<file path="config.mk">
export PLATFORM = sky130hd
export DESIGN_NAME = bin_to_bcd_seq
export DESIGN_NICKNAME = d
export VERILOG_FILES = /design/src/rtl/bin_to_bcd_seq.sv
export SDC_FILE = /design/constraint.sdc
export NUM_CORES = 1
export LEC_CHECK = 0
export BUFFER_PORTS_ARGS = -buffer_cell sky130_fd_sc_hd__buf_4
export CAP_MARGIN = 20
export CORE_MARGIN = 5
export CORE_UTILIZATION = 38
export DETAILED_ROUTE_END_ITERATION = 12
export HOLD_SLACK_MARGIN = 0.06
export PLACE_DENSITY_LB_ADDON = 0.05
export SLEW_MARGIN = 20
export SYNTH_ARGS = -nofsm -noshare
export SYNTH_HDL_FRONTEND = slang
export SYNTH_SLANG_ARGS = --single-unit
</file>
<file path="constraint.sdc">
create_clock -name clk -period 1.7 [get_ports clk]
set_input_delay 0.34 -clock clk [delete_from_list [all_inputs] [get_ports clk]]
set_output_delay 0.34 -clock clk [all_outputs]
set_load 0.005 [all_outputs]
</file>
<file path="src/rtl/bin_to_bcd_seq.sv">
// Sequential double-dabble binary-to-BCD converter, one input bit per clock.
// Outputs are registered and only update on the cycle done is asserted.
module bin_to_bcd_seq #(
   parameter int unsigned BIN_W  = 24,
   parameter int unsigned DIGITS = 8,
   parameter int unsigned CNT_W  = 5
) (
   input  logic                  clk,
   input  logic                  rst_n,
   input  logic                  start,
   input  logic [BIN_W-1:0]      bin_in,
   output logic                  busy,
   output logic                  done,
   output logic [4*DIGITS-1:0]   bcd_out,
   output logic                  overflow
);

   localparam int unsigned BCD_W = 4 * DIGITS;

   typedef enum logic [1:0] {
      IDLE  = 2'd0,
      SHIFT = 2'd1,
      DONE  = 2'd2
   } state_t;

   state_t             state_q, state_d;
   logic [BIN_W-1:0]   shift_q, shift_d;
   logic [BCD_W-1:0]   work_q, work_d;
   logic [BCD_W-1:0]   corr_c;
   logic [BCD_W-1:0]   bcd_q, bcd_d;
   logic [CNT_W-1:0]   cnt_q, cnt_d;
   logic               ovf_q, ovf_d;
   logic               ovf_out_q, ovf_out_d;
   logic               busy_q, busy_d;
   logic               done_q, done_d;
   logic               load_c;

   // Add-3 correction on each digit independently; no carry between digits.
   always_comb begin
      corr_c = work_q;
      for (int i = 0; i < int'(DIGITS); i++) begin
         if (work_q[4*i +: 4] >= 4'd5) begin
            corr_c[4*i +: 4] = work_q[4*i +: 4] + 4'd3;
         end
      end
   end

   assign load_c = start && (state_q != SHIFT);

   always_comb begin
      state_d   = state_q;
      shift_d   = shift_q;
      work_d    = work_q;
      cnt_d     = cnt_q;
      ovf_d     = ovf_q;
      bcd_d     = bcd_q;
      ovf_out_d = ovf_out_q;

      case (state_q)
         IDLE: begin
            state_d = IDLE;
         end
         SHIFT: begin
            work_d  = {corr_c[BCD_W-2:0], shift_q[BIN_W-1]};
            shift_d = shift_q << 1;
            ovf_d   = ovf_q | corr_c[BCD_W-1];
            cnt_d   = cnt_q - CNT_W'(1);
            if (cnt_q == CNT_W'(1)) begin
               state_d   = DONE;
               bcd_d     = work_d;
               ovf_out_d = ovf_d;
            end
         end
         DONE: begin
            state_d = IDLE;
         end
         default: begin
            state_d = IDLE;
         end
      endcase

      // A new operand is accepted from IDLE or, back-to-back, from DONE.
      if (load_c) begin
         state_d = SHIFT;
         shift_d = bin_in;
         work_d  = '0;
         ovf_d   = 1'b0;
         cnt_d   = CNT_W'(BIN_W);
      end

      busy_d = (state_d == SHIFT);
      done_d = (state_d == DONE);
   end

   always_ff @(posedge clk or negedge rst_n) begin
      if (!rst_n) begin
         state_q   <= IDLE;
         shift_q   <= '0;
         work_q    <= '0;
         cnt_q     <= '0;
         ovf_q     <= 1'b0;
         bcd_q     <= '0;
         ovf_out_q <= 1'b0;
         busy_q    <= 1'b0;
         done_q    <= 1'b0;
      end else begin
         state_q   <= state_d;
         shift_q   <= shift_d;
         work_q    <= work_d;
         cnt_q     <= cnt_d;
         ovf_q     <= ovf_d;
         bcd_q     <= bcd_d;
         ovf_out_q <= ovf_out_d;
         busy_q    <= busy_d;
         done_q    <= done_d;
      end
   end

   assign busy     = busy_q;
   assign done     = done_q;
   assign bcd_out  = bcd_q;
   assign overflow = ovf_out_q;

endmodule

</file>
==> flow_metrics.py <==
metrics = {
    "timing": {
        "setup_violations": 0,
        "period_needed_ps": 1600,
        "slew_headroom_pct": 68.1,
        "fin_crit_sh_pct": 94.0,
        "rsz0062_at_grt": "false",
        "skew_ps": 6.23,
        "tightest_slew_ps": 478,
        "slew_viol_final": 0,
        "hold_violations": 0,
        "fmax_ghz": 0.625,
        "totalNegativeSetupSlack_ps": 0,
    },
    "detailed_routing": {
        "antenna_left": 0,
        "drt_iter0_markers": 106,
        "drc": 0,
        "routedWlPerCell_um": 13.6,
        "viasPerCell": 4.86,
        "drt-pass1-iter-count": 4,
        "finalWirelength_mm": 9.55,
        "dr_total_vias": 3418,
    },
    "finish": {
        "drive_gt1_share_pct": 23.6,
        "fin_nets": 575,
        "area_growth_pct": 21.8,
        "fin_cells": 703,
        "utilization_pct": 47.5,
        "diodes": 0,
    },
    "clock_tree": {
        "cts_tree": "yes",
        "htreeDepth": 3,
        "cts_buffers": 9,
        "clk_pin_slew_ps": 70,
        "post-cts-setup-buffers": 0,
        "cts.path.max_buffers": 2,
        "cts_sinks": 99,
        "root_buffer": "clkbuf_16",
        "clk-insertion-delay-late_ps": 350,
    },
    "die": {
        "die_area_mm2": 0.0148,
        "core_area_mm2": 0.0121,
        "io_pins": 62,
        "die_h_um": 121,
        "die_w_um": 121,
        "initial_core_util_pct": 39.0,
        "rows": 40,
    },
    "logic_synthesis": {
        "synth_area_mm2": 0.00472,
        "ys_top_cells_by_area": "dfrtp_1 52%, o21ai_0 7.7%, mux2i_1 5.1%, nand2_1 4.9%, ha_1 4.8%",
        "ys_ff_latch": 99,
        "yosys.area.top_type_share_pct": 52.5,
        "seq_area_frac_synth_pct": 52.5,
        "synthCells": 465,
        "yosys_warnings": 0,
        "synth-async-reset-ratio_pct": 100,
        "synthTopCellsByCount": "99 x dfrtp_1, 73 x o21ai_0, 62 x nand2_1",
        "synth_top_flop_cell": "dfrtp_1",
        "synth_top_cell_by_area": "dfrtp_1",
        "synth_nets": 510,
        "yosysMostFrequentCell": "dfrtp_1",
        "syn_area_per_cell_um2": 10.2,
        "synth_edf_count": 0,
        "synth_cell_types": 27,
    },
    "power": {
        "p_leak_nw": 2.64,
        "vdd_ir_drop_max_mv": 0.790,
        "power.density_mw_per_mm2": 1940,
        "design_power_total_mw": 11.1,
    },
    "worst_setup_path": {
        "cp-start-kind": "flip-flop",
        "worstPathRequired_ps": 1960,
        "critical_path.cell_chain": "inv_1 > ha_1 > nand2b_1 > a21oi_2 > mux2_2 > o21ai_0",
        "endpoint_kind": "flip-flop",
        "cp.arrival_ps": 1860,
        "crit_family": "flip-flops",
        "cp_slowest_stage_delay_ps": 390,
        "path_class": "reg2reg",
        "critPathBufInv": 1,
        "path_max_fanout": 3,
        "slowest_stage": "dfrtp_1",
    },
    "status": {
        "status": "finished, final reports clean",
    },
    "global_route": {
        "grt_max_degree": 51,
        "grt_pass1_vias": 3372,
        "grt_util_all_layers_pct": 14.1,
        "grt.overflow.total": 0,
        "grt_pass1_wl_mm": 16.6,
        "grt_antenna_before_repair": 0,
    },
    "flow_run": {
        "cap_violations": 0,
    },
    "place": {
        "place_inst": 686,
        "dp_hpwl_mm": 6.58,
        "gp_congestion": 0.796,
        "portBuffers": 61,
    },
    "hold_path": {
        "hold_path_class": "in2reg",
    },
}
==> registers in the layout, summed over array words and instances, names as in the netlist <==
name,flops
shift_q,24
busy,1
state_q,2
bcd_out,32
work_q,32
ovf_q,1
overflow,1
done,1
cnt_q,5
==> metrics by stage <==
step / cell area [µm²] / worst slack (ps) / hold slack (ps)
3_5_place_dp: 5410 / 7.92 / 311
5_1_grt: 5750 / 0.474 / 229
6_report: 5750 / 101 / 243
3_3_place_gp: 5410 / 104 / 312
2_1_floorplan: 4720 / 161 / 44.4
4_1_cts: 5710 / 25.3 / 228
==> layer usage <==
| metal | vias up | track usage (%) | wire [µm] |
|---|---|---|---|
| li1 | 1750 | - | - |
| met1 | 1613 | 18.2 | 4500 |
| met2 | 49 | 22.4 | 4470 |
| met3 | 6 | 5.08 | 495 |
| met4 | 0 | 3.78 | 82 |
| met5 | - | 0 | 0 |
==> path summary, 6_finish.rpt <==
| check | start | to | slack [ps] | depth (start not counted) |
|---|---|---|---|---|
| worst max register to register | work_q[1]$_DFFE_PN0P_ | work_q[2]$_DFFE_PN0P_ | 100 | 6 |
| min in group asynchronous | rst_n | bcd_out[31]$_DFFE_PN0P_ | 470 | 2 |
| worst min register to register | bcd_out[27]$_DFFE_PN0P_ | bcd_out[27]$_DFFE_PN0P_ | 480 | 2 |
| worst min-delay path | bin_in[0] | shift_q[0]$_DFFE_PN0P_ | 240 | 3 |
| worst max-delay path | work_q[1]$_DFFE_PN0P_ | work_q[2]$_DFFE_PN0P_ | 100 | 6 |
| max in group asynchronous | rst_n | work_q[12]$_DFFE_PN0P_ | 680 | 3 |
==> timing repair <==
item / 4_1_cts / 5_1_grt
hold buffers: 1 / 0
gates resized for setup: 0 / 13
setup endpoints to repair: 0 / 14
endpoints found under the hold margin: 27 / 0
==> cell families (layout without fill, tap and decap cells) <==
kind of cell / count (synthesis) / after routing / synth area share, %
xor gates and xnor gates: 10 / 10 / 1.85
adders and majority gates: 18 / 18 / 4.77
and+or+nand+nor: 122 / 122 / 12.6
DFF: 99 / 99 / 52.5
buffers and inverters: 47 / 117 / 4.93
muxes: 32 / 32 / 7.00
AOI/OAI and AO/OA: 137 / 137 / 16.4
==> worst reg2reg max path, cell delays in order, from the launching register on <==
cell and delay (ps):
dfrtp_1 390, inv_1 90, ha_1 170, nand2b_1 160, a21oi_2 180, mux2_2 370
o21ai_0 160
==> report_power, final <==
group          leakage (nW)  switching (mW)  internal [mW]  total [mW]
combinational          1.24            2.63           2.29        4.92
clock                 0.145           0.861           1.17        2.03
sequential             1.26           0.780           3.40        4.18
==> area by class of cell <==
class	count	area, µm²
Inverter	21	78.8
Tap cell	168	210
Clock inverter	5	52.6
Timing Repair Buffer	80	628
Fill cell	1193	6360
Clock buffer	11	243
Multi-Input combinational cell	319	2060
Sequential cell	99	2480
==> cells in the final DEF (no fill, tap or decap), types with 15 or more instances in the layout <==
cell type and count:
nor3b_1 16, o21ai_1 15, a21oi_1 17, nand3_1 24
dfrtp_1 99, mux2i_1 24, o21ai_0 73, buf_4 77
nand2_1 62, inv_1 18
Power figures use the tool's default switching activity.
